--- config.mk ---
export PLATFORM = sky130hd
export DESIGN_NAME = eqrun_sched_flat
export DESIGN_NICKNAME = d
export VERILOG_FILES = /design/src/rtl/eqrun_sched_pkg.sv /design/src/rtl/eqrun_sched_if.sv /design/src/rtl/eqrun_core.sv /design/src/rtl/eqrun_sched.sv /design/src/flat_wrapper.sv
export SDC_FILE = /design/constraint.sdc
export NUM_CORES = 1
export LEC_CHECK = 0
export CAP_MARGIN = 15
export CORE_MARGIN = 4
export CORE_UTILIZATION = 45
export CTS_CLUSTER_DIAMETER = 40
export DETAILED_ROUTE_END_ITERATION = 10
export PLACE_DENSITY_LB_ADDON = 0.1
export SKIP_LAST_GASP = 1
export SYNTH_ARGS = -nofsm -noshare
export SYNTH_HDL_FRONTEND = slang
export SYNTH_SLANG_ARGS = --single-unit
--- constraint.sdc ---
create_clock -name clk -period 2.1 [get_ports clk]
set_clock_uncertainty 0.1 [all_clocks]
set_input_delay 0.42 -clock clk [delete_from_list [all_inputs] [get_ports clk]]
set_output_delay 0.42 -clock clk [all_outputs]
set_load 0.01 [all_outputs]
--- src/rtl/eqrun_sched_pkg.sv ---
// eqrun_sched_pkg -- shared types and constants for the equal-run scheduler.
//   state_t : scheduler FSM states (IDLE, GRANT, STREAM, REPORT)
//   IDX_W   : width of the requester index / round-robin pointer, sized for
//             the largest supported requester count (8)
package eqrun_sched_pkg;

    typedef enum logic [1:0] {
        IDLE,
        GRANT,
        STREAM,
        REPORT
    } state_t;

    localparam int N_REQ_MAX = 8;
    localparam int IDX_W     = $clog2(N_REQ_MAX);

endpackage

--- src/rtl/eqrun_sched_if.sv ---
// eqrun_sched_if -- requester-side bus of the equal-run scheduler.
//   req      : per-requester request
//   gnt      : one-hot grant
//   s_valid  : per-requester sample valid
//   s_a/s_b  : per-requester sample bits
//   s_last   : per-requester end-of-stream marker
//   s_ready  : per-requester ready (only the granted bit can be high)
//   done     : one-cycle result pulse to the owning requester
//   hit_cnt  : saturating hit count of the last session, held
//   hit_any  : hit_cnt != 0, held
//   timed_out: last session was ended by the idle timeout, held
// Modports: master = requesters/consumer side, slave = scheduler.
interface eqrun_sched_if #(
    parameter int N_REQ = 4,
    parameter int CNT_W = 8
) ();
    logic [N_REQ-1:0] req;
    logic [N_REQ-1:0] gnt;
    logic [N_REQ-1:0] s_valid;
    logic [N_REQ-1:0] s_a;
    logic [N_REQ-1:0] s_b;
    logic [N_REQ-1:0] s_last;
    logic [N_REQ-1:0] s_ready;
    logic [N_REQ-1:0] done;
    logic [CNT_W-1:0] hit_cnt;
    logic             hit_any;
    logic             timed_out;

    modport master (
        output req, s_valid, s_a, s_b, s_last,
        input  gnt, s_ready, done, hit_cnt, hit_any, timed_out
    );

    modport slave (
        input  req, s_valid, s_a, s_b, s_last,
        output gnt, s_ready, done, hit_cnt, hit_any, timed_out
    );
endinterface

--- src/rtl/eqrun_core.sv ---
// eqrun_core -- shared equal-run detector datapath.
//   clk, reset : clock, async active-high reset
//   clr        : clear run and hit counters (start of session)
//   en         : a sample (a, b) is accepted this cycle
//   a, b       : sample bits
//   cnt        : number of samples whose run of equal pairs reached RUN_LEN,
//                saturating at 2^CNT_W-1
module eqrun_core #(
    parameter int RUN_LEN = 4,
    parameter int CNT_W   = 8
) (
    input  logic             clk,
    input  logic             reset,
    input  logic             clr,
    input  logic             en,
    input  logic             a,
    input  logic             b,
    output logic [CNT_W-1:0] cnt
);
    localparam int RUN_W = $clog2(RUN_LEN + 1);

    logic [RUN_W-1:0] run_q, run_d;
    logic             hit;

    // NOTE: combinational blocks assign every output a default first so no
    // path leaves a signal unassigned and a latch is never inferred.
    always_comb begin
        run_d = run_q;
        if (a != b) begin
            run_d = '0;
        end else if (run_q != RUN_W'(RUN_LEN)) begin
            run_d = run_q + 1'b1;
        end
    end

    // The run counter clamps at RUN_LEN, so every further equal pair is a hit.
    assign hit = (run_d == RUN_W'(RUN_LEN));

    // NOTE: state registers use non-blocking assignments so every flop samples
    // the pre-edge values regardless of statement order.
    always_ff @(posedge clk or posedge reset) begin
        if (reset) begin
            run_q <= '0;
            cnt   <= '0;
        end else if (clr) begin
            run_q <= '0;
            cnt   <= '0;
        end else if (en) begin
            run_q <= run_d;
            if (hit && (cnt != {CNT_W{1'b1}})) begin
                cnt <= cnt + 1'b1;
            end
        end
    end
endmodule

--- src/rtl/eqrun_sched.sv ---
// eqrun_sched -- shares one equal-run detector (eqrun_core) among N_REQ
// bit-stream requesters and reports each session's hit count.
//   clk   : clock
//   reset : async active-high reset (aborts any session, no done pulse)
//   bus   : eqrun_sched_if.slave -- req/gnt, per-requester sample stream
//           (s_valid, s_a, s_b, s_last, s_ready) and the held result
//           (done, hit_cnt, hit_any, timed_out)
// Build option: define EQRUN_SCHED_PRIO_EN for fixed priority (lowest
// requesting index wins); otherwise grants rotate round-robin.
module eqrun_sched
    import eqrun_sched_pkg::*;
#(
    parameter int N_REQ   = 4,
    parameter int RUN_LEN = 4,
    parameter int CNT_W   = 8,
    parameter int TIMEOUT = 16
) (
    input  logic         clk,
    input  logic         reset,
    eqrun_sched_if.slave bus
);
    localparam int IDLE_W = $clog2(TIMEOUT);

    state_t           state_q, state_d;
    logic [N_REQ-1:0] gnt_q, gnt_pick, req_rot;
    logic [IDX_W-1:0] base, pick_idx;
    logic             pick_found;
    logic [IDLE_W-1:0] idle_q;
    logic [CNT_W-1:0] hit_cnt_q, core_cnt, hit_cnt_o;
    logic             timed_out_q;
    logic             g_valid, g_a, g_b, g_last, accept;

    // Granted channel's inputs; masking with the one-hot grant ignores every
    // other channel.
    assign g_valid = |(bus.s_valid & gnt_q);
    assign g_a     = |(bus.s_a & gnt_q);
    assign g_b     = |(bus.s_b & gnt_q);
    assign g_last  = |(bus.s_last & gnt_q);
    assign accept  = (state_q == STREAM) && g_valid;

`ifdef EQRUN_SCHED_PRIO_EN
    assign base = '0;
`else
    logic [IDX_W-1:0] ptr_q, gnt_idx;

    always_comb begin
        gnt_idx = '0;
        for (int k = 0; k < N_REQ; k++) begin
            if (gnt_q[k]) gnt_idx = IDX_W'(k);
        end
    end

    always_ff @(posedge clk or posedge reset) begin
        if (reset) begin
            ptr_q <= '0;
        end else if (state_q == REPORT) begin
            ptr_q <= IDX_W'((int'(gnt_idx) + 1) % N_REQ);
        end
    end

    assign base = ptr_q;
`endif

    // Rotate requests so bit 0 is the search start, then take the lowest set
    // bit (the loop runs downward so the smallest offset wins).
    assign req_rot = N_REQ'({bus.req, bus.req} >> base);

    always_comb begin
        pick_found = 1'b0;
        pick_idx   = '0;
        for (int i = N_REQ - 1; i >= 0; i--) begin
            if (req_rot[i]) begin
                pick_found = 1'b1;
                pick_idx   = IDX_W'((int'(base) + i) % N_REQ);
            end
        end
    end

    assign gnt_pick = {{(N_REQ-1){1'b0}}, 1'b1} << pick_idx;

    always_ff @(posedge clk or posedge reset) begin
        if (reset) state_q <= IDLE;
        else       state_q <= state_d;
    end

    always_comb begin
        state_d = state_q;
        case (state_q)
            IDLE:   if (pick_found) state_d = GRANT;
            GRANT:  state_d = STREAM;
            STREAM: begin
                if (accept && g_last) begin
                    state_d = REPORT;
                end else if (!accept && (idle_q == IDLE_W'(TIMEOUT - 1))) begin
                    state_d = REPORT;
                end
            end
            REPORT: state_d = IDLE;
            default: state_d = IDLE;
        endcase
    end

    always_ff @(posedge clk or posedge reset) begin
        if (reset) begin
            gnt_q       <= '0;
            idle_q      <= '0;
            hit_cnt_q   <= '0;
            timed_out_q <= 1'b0;
        end else begin
            case (state_q)
                IDLE:   if (pick_found) gnt_q <= gnt_pick;
                GRANT:  idle_q <= '0;
                STREAM: begin
                    idle_q <= accept ? '0 : idle_q + 1'b1;
                    if (state_d == REPORT) timed_out_q <= !accept;
                end
                REPORT: begin
                    gnt_q     <= '0;
                    hit_cnt_q <= core_cnt;
                end
                default: ;
            endcase
        end
    end

    eqrun_core #(
        .RUN_LEN(RUN_LEN),
        .CNT_W  (CNT_W)
    ) u_core (
        .clk  (clk),
        .reset(reset),
        .clr  (state_q == GRANT),
        .en   (accept),
        .a    (g_a),
        .b    (g_b),
        .cnt  (core_cnt)
    );

    // The core count already includes the last sample during REPORT; it is
    // captured on the way out and held until the next REPORT.
    assign hit_cnt_o     = (state_q == REPORT) ? core_cnt : hit_cnt_q;
    assign bus.hit_cnt   = hit_cnt_o;
    assign bus.hit_any   = |hit_cnt_o;
    assign bus.timed_out = timed_out_q;
    assign bus.gnt       = gnt_q;
    assign bus.s_ready   = (state_q == STREAM) ? gnt_q : '0;
    assign bus.done      = (state_q == REPORT) ? gnt_q : '0;
endmodule

--- src/flat_wrapper.sv ---
// flat-port wrapper written by rule: the top's interface ports become plain ports
module eqrun_sched_flat import eqrun_sched_pkg::*;
#(
    parameter int N_REQ   = 4,
    parameter int RUN_LEN = 4,
    parameter int CNT_W   = 8,
    parameter int TIMEOUT = 16
)
  (clk, reset, bus_req, bus_s_valid, bus_s_a, bus_s_b, bus_s_last, bus_gnt, bus_s_ready, bus_done, bus_hit_cnt, bus_hit_any, bus_timed_out);
  eqrun_sched_if #(.N_REQ(N_REQ), .CNT_W(CNT_W)) bus_i ();
  input  logic clk;
  input  logic reset;
  input wire logic [$bits(bus_i.req)-1:0] bus_req;
  input wire logic [$bits(bus_i.s_valid)-1:0] bus_s_valid;
  input wire logic [$bits(bus_i.s_a)-1:0] bus_s_a;
  input wire logic [$bits(bus_i.s_b)-1:0] bus_s_b;
  input wire logic [$bits(bus_i.s_last)-1:0] bus_s_last;
  output wire logic [$bits(bus_i.gnt)-1:0] bus_gnt;
  output wire logic [$bits(bus_i.s_ready)-1:0] bus_s_ready;
  output wire logic [$bits(bus_i.done)-1:0] bus_done;
  output wire logic [$bits(bus_i.hit_cnt)-1:0] bus_hit_cnt;
  output wire logic [$bits(bus_i.hit_any)-1:0] bus_hit_any;
  output wire logic [$bits(bus_i.timed_out)-1:0] bus_timed_out;
  assign bus_i.req = bus_req;
  assign bus_i.s_valid = bus_s_valid;
  assign bus_i.s_a = bus_s_a;
  assign bus_i.s_b = bus_s_b;
  assign bus_i.s_last = bus_s_last;
  assign bus_gnt = bus_i.gnt;
  assign bus_s_ready = bus_i.s_ready;
  assign bus_done = bus_i.done;
  assign bus_hit_cnt = bus_i.hit_cnt;
  assign bus_hit_any = bus_i.hit_any;
  assign bus_timed_out = bus_i.timed_out;
  eqrun_sched #(.N_REQ(N_REQ), .RUN_LEN(RUN_LEN), .CNT_W(CNT_W), .TIMEOUT(TIMEOUT)) u_core (.clk(clk), .reset(reset), .bus(bus_i));
endmodule
==> metrics.md, run 1 <==
| Metric | Value |
|---|---|
| Global route overflow | `0` |
| Cells after Synth | `197` |
| CP max FO | `4` |
| Die footprint | `0.00535 mm2` |
| FILL cells | `about 270` |
| Fin nets | `~320` |
| Setup crit end | `bus_hit_any` |
| RSZ-0062 raised after global routing | `yes` |
| Top Family by Delay on Critical Path | `flip-flops` |
| Maximum clock rate | `430 MHz` |
| Synthesized area per cell | `9.69 um2` |
| Slowest cell delay on critical path | `0.41 ns` |
| Crit. End Element | `output pin` |
| Maximum vdd ir drop | `0.000781 V` |
| Vias per cell | `5.65` |
| Post-DP HPWL | `4.02 mm` |
| EDFF count, synth | `0` |
| Vias in the first global route | `~2000` |
| DR vias | `a little under 2000` |
| Cell chain of the critical path | `ha_4 -> buf_6 -> mux2_4 -> nor4_2 -> nand2_1 -> buf_2` |
| Worst r2r path cells | `7` |
| Register area | `801 um2` |
| Pre-CTS setup slack | `-0.433 ns` |
| Most frequent cells in the layout | `buf_4 (43), dfrtp_1 (32), clkdlybuf4s50_1 (26)` |
| CTS sink cnt | `32` |
| Initial antenna violation count | `0` |
| Synth top area share | `41.9%` |
| LEAKAGE | `1.40 nW` |
| P_int | `1.92 mW` |
| Synthesis-stage register bit count | `32` |
| Crit path depth | `6` |
| Post-Synth Adder-Cell Area | `5.24%` |
| GPL Wtd Cong | `between 0.9 and 1` |
| Final Max Slew Viols | `0` |
| FFs w/ async S/R, synth | `100%` |
| Worst setup margin | `-0.225 ns` |
| DRT Pass-1 Iters | `4` |
| Largest net degree at the start of global routing | `33` |
| Failing checks | `negative setup slack` |
| DRC | `0` |
| Clock power share | `14.6%` |
| Hold Vio Cnt, Final | `0` |
| Maxcap violations | `0` |
| Per-cell routed wire length | `17.6 um` |
| XOR/XNOR share of the synthesized area | `0%` |
| Die height | `73.1 um` |
| Setup TNS | `-1.30 ns` |
| Crit path launch | `u_core.state_q[0]` |
| Max clock buf depth | `2` |
| Core box area | `0.00406 mm2` |
| Sequential power share | `26.1%` |
| Routed Antenna Nets | `0` |
| Multi-input logic area | `0.00120 mm2` |
| Multiplexer area fraction after synthesis | `under 10%` |
| Synth top area cells | `dfrtp_1 (42%), mux2_2 (7.1%), ha_1 (5.2%)` |
| H-tree levels | `2` |
| First DRT Iteration DRCs | `119` |
| Layout cell share with drive strength beyond 1 | `39.1%` |
| Final wirelength | `6.05 mm` |
| Launch point of the worst reg-to-reg path | `u_core.u_core.run_q[0]` |
| Setup slack, reg-to-reg | `-0.22 ns` |
| Largest family of logic cells by synthesized area | `simple AND/OR/NAND/NOR gates` |
| HP Class | `reg2reg` |
| Register area share after synthesis | `41.9%` |
| Switching share of power | `41.6%` |
| Slew HR | `69.3%` |
| Hold_buf cts | `0` |
| Worst Path Buf+Inv | `2` |
| Floorplan row count | `23` |
| Initial cell density of the core | `47.1%` |
| Post-Layout Cell Count | `344` |
| Commonest non-fill, non-tap cell in the layout | `buf_4` |
| Top FF cell, synth | `dfrtp_1` |
| Net Sw Power | `1.36 mW` |
| Placed cell area | `about 0.0027 mm2` |
| Worst-margin pin slew | `0.458 ns` |
| Worst EP arrival | `1.80 ns` |
| Worst skew pair latency | `0.29 ns` |
| Pwr per Cell Area | `1080 mW/mm2` |
| IO Port Bufs | `43` |
| Post-placement cell count | `326` |
| Area growth, synth to finish | `59.7%` |
| RR Endpoint | `u_core.u_core.cnt[4]` |
| Run status | `complete, but fails checks` |
| Clock root cell | `clkbuf_8` |
| Synthesized Nets | `227` |
| Post-synthesis cell type count | `41` |
| Combinational power share | `59.2%` |
| ANT cells | `0` |
| Synth warn | `0` |
| GRT Overall Usage | `22.7%` |
| Synth Area in Simple Gates | `20.0%` |
| Crit Path Class | `reg2out` |
| Reg clk slew, reported paths | `0.07 ns` |
| CTS tree | `yes` |
| Worst setup SP type | `register` |
| Global-route wire length before repair | `9.45 mm` |
| Tmin final | `between 2 and 2.5 ns` |
| Period utilization | `111%` |
| Die W | `roughly 73 um` |
| I/O pin cnt | `44` |
| Data required, critical path | `1.58 ns` |
| CP max-delay cell | `dfrtp_1` |
| Setup-failing EPs final | `9` |
| Compound-Gate Fraction of Synth Area | `between 10% and 20%` |
| CTS Buf Count | `5` |
| Final Cell Area | `slightly above 0.003 mm2` |
| Synth area leader | `dfrtp_1` |
| Syn Std Cell Area | `0.00191 mm2` |
==> state kept, by name, indices dropped and copies added (netlist names) <==
| register | flops |
|---|---|
| u_core.u_core.cnt | 8 |
| u_core.idle_q | 4 |
| u_core.base | 2 |
| u_core.hit_cnt_q | 8 |
| u_core.bus.timed_out | 1 |
| u_core.u_core.run_q | 3 |
| u_core.bus.gnt | 4 |
| u_core.state_q | 2 |
==> worst register-to-register path, delay by kind of cell, from the launching register on <==
family	cells	cell delay, ns
AND/OR/NAND/NOR	2	0.86
adder cells (fa/ha/maj)	1	0.18
AO/OA/AOI/OAI	3	0.49
buffers and inverters	1	0.21
flip-flops	1	0.40
==> cell usage after synthesis (all sizes together) (2+ instances only) <==
master,number
nor3,2
clkbuf,4
nand3,6
o211ai,4
a21oi,12
or4,3
and2,9
a22oi,6
dfrtp,32
nor4,6
buf,4
a31oi,3
ha,8
inv,14
nor2b,4
nand3b,2
mux2i,3
nand4,4
nor2,8
nand2b,5
mux2,12
o22ai,3
nand2,13
a21boi,2
o31ai,4
o21ai,10
a22o,2
o2bb2ai,2
==> how the worst min path moves through the flow <==
stage                          start               end  slack (ns)  cells after the start
global placement    u_core.idle_q[3]  u_core.idle_q[3]        0.37                      1
global route        u_core.idle_q[3]  u_core.idle_q[3]        0.41                      1
floorplan           u_core.idle_q[3]  u_core.idle_q[3]        0.34                      1
detailed placement  u_core.idle_q[3]  u_core.idle_q[3]        0.37                      1
finish              u_core.idle_q[3]  u_core.idle_q[3]        0.38                      1
CTS                 u_core.idle_q[3]  u_core.idle_q[3]        0.38                      1
==> stage by stage <==
step | util [%] | power (mW) | hold slack, ns
floorplan | - | 1.76 | 0.344
global placement | 66.1 | 2.37 | 0.372
detailed placement | 66.1 | 2.42 | 0.370
CTS | 72.6 | 3.15 | 0.382
global route | 75.1 | 3.48 | 0.407
finish | 75.1 | 3.28 | 0.385
==> routing by layer <==
| metal | global-route usage (%) | vias to the layer above | routed length, um |
|---|---|---|---|
| met4 | 7.17 | 0 | 110 |
| li1 | - | 914 | - |
| met2 | 39.0 | 71 | 3040 |
| met5 | 0 | - | 0 |
| met3 | 5.37 | 14 | 355 |
| met1 | 27.8 | 946 | 2540 |
==> layout make-up <==
type / instances / share of cell area [%]
multi-input cells: 144 / 39.4
repair buffers: 96 / 27.7
flip-flops and latches: 32 / 26.3
clock buffers: 5 / 2.26
well taps: 50 / 2.05
inverters: 14 / 1.72
clock inverters: 3 / 0.616
==> power by group through the flow <==
| stage | clock network, mW | logic, mW | registers (mW) |
|---|---|---|---|
| after global routing | 0.514 | 2.09 | 0.875 |
| after global placement | 0 | 1.53 | 0.842 |
| after detailed placement | 0 | 1.57 | 0.852 |
| after floorplan | 0 | 0.890 | 0.867 |
| final | 0.480 | 1.94 | 0.857 |
| after CTS | 0.481 | 1.81 | 0.854 |
==> repair_timing <==
action / in CTS / in global routing
endpoints found under the setup margin: 25 / 24
cloned: 2 / 0
resized for setup: 82 / 34
buffers inserted: 7 / 4
pin swaps: 11 / 5
endpoints found under the hold margin: 0 / 0
==> cell families after synthesis <==
| kind of cell | after synthesis |
|---|---|
| buf+inv | 22 |
| fa+ha+maj | 8 |
| compound gates | 53 |
| flops | 32 |
| simple gates | 67 |
| mux | 15 |
No activity file was read; power rests on OpenSTA's default activity.
==> run 2: changes to the inputs <==
--- a/config.mk
+++ b/config.mk
@@ -5,9 +5,10 @@
 export SDC_FILE = /design/constraint.sdc
 export NUM_CORES = 1
 export LEC_CHECK = 0
+export ABC_AREA = 1
 export CAP_MARGIN = 15
 export CORE_MARGIN = 4
-export CORE_UTILIZATION = 45
+export CORE_UTILIZATION = 46
 export CTS_CLUSTER_DIAMETER = 40
 export DETAILED_ROUTE_END_ITERATION = 10
 export PLACE_DENSITY_LB_ADDON = 0.1
==> metrics.md, run 2 <==
| Metric | Value |
|---|---|
| Run status | `complete, but fails checks` |
| Failing checks | `negative setup slack` |
| Die footprint | `0.00576 mm2 (+7.7%)` |
| Commonest non-fill, non-tap cell in the layout | `nand2_1` |
| Synthesized Nets | `327 (+44%)` |
| Synthesis-stage register bit count | `32 (unchanged)` |
| GRT Overall Usage | `16.8% (-5.9 points)` |
| CTS Buf Count | `5 (unchanged)` |
| DRC | `0 (unchanged)` |
| H-tree levels | `2 (unchanged)` |
| Final Max Slew Viols | `0 (unchanged)` |
| Vias in the first global route | `1889 (-6.2%)` |
| Met1 wire length | `2.23 mm (-12%)` |
| Max clock buf depth | `2 (unchanged)` |
| Power after layout | `3.15 mW (-4.1%)` |
| Maximum vdd ir drop | `0.000865 V (+11%)` |
| Setup-failing EPs final | `1 (-8)` |
| Synth top area share | `37.8% (-4.2 points)` |
| Final Cell Area | `0.00285 mm2 (-6.6%)` |
| Pwr per Cell Area | `1110 mW/mm2 (+2.7%)` |
| Fin nets | `388 (+20%)` |
| Floorplan row count | `24 (+4.3%)` |
| First DRT Iteration DRCs | `80 (-33%)` |
| Cells after Synth | `297 (+51%)` |
| Area growth, synth to finish | `34.2%` |
| Most frequent cells in the layout | `nand2_1 (101), nand3_1 (39), inv_1 (35)` |
| Vias per cell | `4.85 (-14%)` |
| Data required, critical path | `1.58 ns (about the same)` |
| P_int | `1.85 mW (-3.5%)` |
| Die height | `75.9 um (+3.8%)` |
| Clock power share | `20.5% (+5.9 points)` |
| Placed cell area | `0.00271 mm2 (+1.2%)` |
| Top FF cell, synth | `dfrtp_1` |
| CTS tree | `yes` |
| Net Sw Power | `1.30 mW (-5.0%)` |
| I/O pin cnt | `44 (unchanged)` |
| EDFF count, synth | `0 (unchanged)` |
| Maxcap violations | `0 (unchanged)` |
| Final wirelength | `4.73 mm (-22%)` |
| Post-Layout Cell Count | `411 (+19%)` |
| RSZ-0062 raised after global routing | `yes` |
| Initial cell density of the core | `48.0% (+0.99 points)` |
| Sequential power share | `28.1% (+2.0 points)` |
| CTS sink cnt | `32 (unchanged)` |
| Synthesized area per cell | `7.14 um2 (-26%)` |
| Setup TNS | `-0.0476 ns (+1.26 ns)` |
| Worst setup SP type | `register` |
| Worst-margin pin slew | `0.423 ns (-0.0352 ns)` |
| Synth top area cells | `dfrtp_1 (38%), nand2_1 (18%), nand3_1 (9.2%)` |
| Slew HR | `71.6% (+2.4 points)` |
| Clock root cell | `clkbuf_8` |
| Reg clk slew, reported paths | `0.07 ns (about the same)` |
| DR vias | `1992 (+2.4%)` |
| Largest net degree at the start of global routing | `33 (unchanged)` |
| Initial antenna violation count | `0 (unchanged)` |
| Per-cell routed wire length | `11.5 um (-34%)` |
| Layout cell share with drive strength beyond 1 | `18.9% (-20 points)` |
| FILL cells | `398 (+50%)` |
| Most numerous cell in the Yosys netlist | `nand2_1` |
| Die W | `75.9 um (+3.8%)` |
| DRT Pass-1 Iters | `4 (unchanged)` |
| Met2 WL | `2.18 mm (-28%)` |
| Core box area | `0.00441 mm2 (+8.8%)` |
| HP Class | `reg2reg` |
| IO Port Bufs | `43 (unchanged)` |
| Top Registers | `u_core.hit_cnt_q (8), u_core.u_core.cnt (8)` |
| Global route overflow | `0 (unchanged)` |
| FFs w/ async S/R, synth | `100% (unchanged)` |
| Combinational power share | `51.4% (-7.8 points)` |
| Post-Route Utilization | `64.5% (-11 points)` |
| GPL Wtd Cong | `0.856 (-6.4%)` |
| LEAKAGE | `1.60 nW (+14%)` |
| Routed Antenna Nets | `0 (unchanged)` |
| Post-DP HPWL | `3.65 mm (-9.2%)` |
| Worst setup margin | `-0.0476 ns (+0.177 ns)` |
| Switching share of power | `41.2% (-0.38 points)` |
| Pre-CTS setup slack | `-0.215 ns (+0.218 ns)` |
| Synth warn | `0 (unchanged)` |
| Register area share after synthesis | `37.8% (-4.2 points)` |
| Worst skew pair latency | `0.28 ns (about the same)` |
| Post-CTS setup repair buffer count | `0 (-7)` |
| Tmin final | `2.15 ns (-0.177 ns)` |
| Hold_ws | `0.402 ns (+0.0167 ns)` |
| Worst EP arrival | `1.63 ns (-0.17 ns)` |
| Global-route wire length before repair | `8.09 mm (-14%)` |
| Metal3 WL | `247 um (-30%)` |
| CP max FO | `11 (+7)` |
| Post-placement cell count | `403 (+24%)` |
| Multi-input logic area | `0.00115 mm2 (-4.4%)` |
| Hold Vio Cnt, Final | `0 (unchanged)` |
| Register area | `801 um2 (unchanged)` |
| Synth area leader | `dfrtp_1` |
| Crit Path Class | `reg2out` |
| Maximum clock rate | `466 MHz (+8.2%)` |
| Syn Std Cell Area | `0.00212 mm2 (+11%)` |
| Synth cell count leaders | `nand2_1 (104), nand3_1 (39), inv_1 (38), dfrtp_1 (32), nor2_1 (13)` |
| Highest routed layer | `met4` |
| Post-synthesis cell type count | `32 (-22%)` |
| Period utilization | `102% (-8.4 points)` |
| ANT cells | `0 (unchanged)` |
| Crit. End Element | `output pin` |
[run 2: cell count changes after synthesis, sizes merged, moves of 8 or more]
cell,previous run,this run
nand2,13,109
a21oi,12,2
nor2,8,19
and2,9,1
mux2,12,0
nand3,6,41
inv,14,45
[run 2: routing by layer]
layer  global-route usage [%]  vias up
met2                     27.3       41
met5                        0        -
met4                     5.69        0
li1                         -     1048
met3                     5.09        7
met1                     21.1      896
[run 2: critical path, stage by stage (launching register included)]
cell     delay (ns)
dfrtp_1        0.41
ha_4           0.18
buf_12         0.14
nand2_1        0.06
nand2_1        0.08
nor4_2         0.26
nand2_1        0.07
buf_2          0.14
[run 2: layout make-up]
class | count | share of cell area, %
well taps | 52 | 2.29
multi-input cells | 212 | 40.4
repair buffers | 61 | 18.6
inverters | 46 | 6.15
clock inverters | 1 | 1.05
clock buffers | 7 | 3.38
flip-flops and latches | 32 | 28.1
[run 2: path summary, 6_finish.rpt]
kind	startpoint	endpoint	slack, ns	cells past startpoint
min in group asynchronous	reset	u_core.u_core.run_q[2]	0.43	3
max reg2reg	u_core.u_core.run_q[0]	u_core.u_core.cnt[0]	0.32	9
max	u_core.state_q[1]	bus_hit_any	-0.05	7
max in group asynchronous	reset	u_core.idle_q[0]	1.18	3
min reg2reg	u_core.idle_q[0]	u_core.idle_q[0]	0.40	1
min	u_core.idle_q[0]	u_core.idle_q[0]	0.40	1
[run 2: repair_timing]
item | in CTS | in global routing
cloned | 0 | 0
gates resized for setup | 45 | 13
pin swaps | 2 | 3
hold buffers | 0 | 0
endpoints found under the setup margin | 17 | 9
[run 2: logic make-up (layout without fill, tap and decap cells)]
logic type / Yosys count / after routing / synth area share, %
and+or+nand+nor: 175 / 175 / 37.6
buffers and inverters: 53 / 115 / 10.5
DFF: 32 / 32 / 37.8
AOI/OAI and AO/OA: 18 / 18 / 4.72
adders and majority gates: 8 / 8 / 4.72
xor gates and xnor gates: 8 / 8 / 3.30
muxes: 3 / 3 / 1.42
[run 2: power by group through the flow]
stage               clock [mW]  combinational, mW  sequential [mW]
global placement             0               1.58            0.876
detailed placement           0               1.60            0.878
CTS                      0.664               1.61            0.872
floorplan                    0               1.07            0.842
finish                   0.645               1.62            0.883
global route             0.690               1.83            0.899
==> run 3: changes to the inputs <==
--- a/config.mk
+++ b/config.mk
@@ -5,13 +5,13 @@
 export SDC_FILE = /design/constraint.sdc
 export NUM_CORES = 1
 export LEC_CHECK = 0
-export ABC_AREA = 1
 export CAP_MARGIN = 15
 export CORE_MARGIN = 4
-export CORE_UTILIZATION = 46
+export CORE_UTILIZATION = 45
 export CTS_CLUSTER_DIAMETER = 40
 export DETAILED_ROUTE_END_ITERATION = 10
 export PLACE_DENSITY_LB_ADDON = 0.1
+export SKIP_CTS_REPAIR_TIMING = 1
 export SKIP_LAST_GASP = 1
 export SYNTH_ARGS = -nofsm -noshare
 export SYNTH_HDL_FRONTEND = slang
==> metrics.md, run 3 (synthesis gave the netlist of run 1 again) <==
| Metric | Value |
|---|---|
| Final Max Slew Viols | `0 (unchanged)` |
| IO Port Bufs | `43 (unchanged)` |
| Hold Vio Cnt, Final | `0 (unchanged)` |
| Data required, critical path | `2.22 ns (+0.64 ns)` |
| Max clock buf depth | `2 (unchanged)` |
| Die height | `73.1 um (-3.6%)` |
| DR vias | `1904 (-4.4%)` |
| GRT Overall Usage | `20.0% (+3.2 points)` |
| Crit Path Class | `reg2reg` |
| Layout cell share with drive strength beyond 1 | `38.9% (+20 points)` |
| Setup-failing EPs final | `13 (+12)` |
| LEAKAGE | `1.54 nW (-3.5%)` |
| Die W | `73.1 um (-3.6%)` |
| Post-placement cell count | `326 (-19%)` |
| CTS tree | `yes` |
| Maxcap violations | `0 (unchanged)` |
| Area growth, synth to finish | `65.1%` |
| CTS Buf Count | `5 (unchanged)` |
| DRC | `0 (unchanged)` |
| Commonest non-fill, non-tap cell in the layout | `buf_4` |
| Worst EP arrival | `2.46 ns (+0.83 ns)` |
| Worst skew pair latency | `0.29 ns (about the same)` |
| Initial antenna violation count | `0 (unchanged)` |
| Pwr per Cell Area | `1080 mW/mm2 (-2.2%)` |
| CP max FO | `5 (-6)` |
| Reg clk slew, reported paths | `0.08 ns (about the same)` |
| I/O pin cnt | `44 (unchanged)` |
| Global route overflow | `0 (unchanged)` |
| Worst setup margin | `-0.239 ns (-0.191 ns)` |
| Run status | `complete, but fails checks` |
| Clock root cell | `clkbuf_8` |
| Crit. End Element | `register` |
| Vias per cell | `5.50 (+14%)` |
| Maximum clock rate | `428 MHz (-8.2%)` |
| Global-route wire length before repair | `8.48 mm (+4.8%)` |
| Per-cell routed wire length | `17.4 um (+51%)` |
| First DRT Iteration DRCs | `132 (+65%)` |
| Failing checks | `negative setup slack` |
| ANT cells | `0 (unchanged)` |
| Power after layout | `3.41 mW (+8.3%)` |
| Maximum vdd ir drop | `0.000891 V (+3.0%)` |
| Post-DP HPWL | `4.02 mm (+10%)` |
| Post-Layout Cell Count | `346 (-16%)` |
| Period utilization | `111% (+9.1 points)` |
| Slew HR | `71.7% (+0.11 points)` |
| Worst setup SP type | `register` |
| Vias in the first global route | `1885 (-0.21%)` |
| DRT Pass-1 Iters | `6 (+2)` |
| Floorplan row count | `23 (-4.2%)` |
| Top Registers | `u_core.hit_cnt_q (8), u_core.u_core.cnt (8)` |
| RSZ-0062 raised after global routing | `yes` |
| HP Class | `reg2reg` |
| Routed Antenna Nets | `0 (unchanged)` |
| Final wirelength | `6.02 mm (+27%)` |
| Die footprint | `0.00535 mm2 (-7.2%)` |
| H-tree levels | `2 (unchanged)` |
| GPL Wtd Cong | `0.915 (+6.8%)` |
| Core box area | `0.00406 mm2 (-8.1%)` |
| Worst-margin pin slew | `0.424 ns (+0.000917 ns)` |
| CTS sink cnt | `32 (unchanged)` |
| Initial cell density of the core | `47.1% (-0.99 points)` |
| Tmin final | `2.34 ns (+0.191 ns)` |
| Pre-CTS setup slack | `-0.433 ns (-0.218 ns)` |
| Largest net degree at the start of global routing | `33 (unchanged)` |
| Most frequent cells in the layout | `buf_4 (47), dfrtp_1 (31), clkdlybuf4s50_1 (26)` |
| Fin nets | `325 (-16%)` |
-- run 3: worst max-delay path, cell delays in order (launching register included) --
cell and delay, ns:
dfrtp_2 0.44, inv_2 0.07, ha_4 0.16, or3b_4 0.37, a31oi_4 0.17, o211ai_1 0.15
buf_4 0.20, or4_4 0.48, a21oi_2 0.13
-- run 3: worst paths after layout --
path | startpoint | to | slack (ns) | cells past startpoint
worst max-delay path | u_core.u_core.run_q[0] | u_core.u_core.cnt[4] | -0.24 | 8
worst min-delay path | u_core.idle_q[3] | u_core.idle_q[3] | 0.39 | 1
worst max register to register | u_core.u_core.run_q[0] | u_core.u_core.cnt[4] | -0.24 | 8
worst min register to register | u_core.idle_q[3] | u_core.idle_q[3] | 0.39 | 1
max in group asynchronous | reset | u_core.hit_cnt_q[1] | 1.16 | 3
min in group asynchronous | reset | u_core.u_core.run_q[1] | 0.41 | 3
-- run 3: cell type report --
class                           count  area, um2
Timing Repair Buffer               99        908
Multi-Input combinational cell    143       1240
Clock buffer                        5       68.8
Inverter                           14       55.1
Sequential cell                    32        802
Fill cell                         261        906
Clock inverter                      3       18.8
Tap cell                           50       62.6
-- run 3: through the flow --
stage          util, %  hold WS (ns)  area [um2]  TNS [ns]
2_1_floorplan        -         0.344        1920    -0.269
3_3_place_gp      66.1         0.372        2680     -4.20
3_5_place_dp      66.1         0.370        2680     -5.55
4_1_cts           68.2         0.382        2770     -8.56
5_1_grt           77.7         0.407        3150     -2.83
6_report          77.7         0.387        3150     -1.86
-- run 3: power breakdown --
group	switching, mW	internal, mW
Clock	0.245	0.231
Combinational	1.02	1.03
Sequential	0.138	0.740
-- run 3: metal layers --
layer	up-vias	track usage, %	routed length (um)
li1	911	-	-
met1	950	26.2	2660
met2	37	33.8	3120
met3	6	4.27	209
met4	0	4.71	42
met5	-	0	0
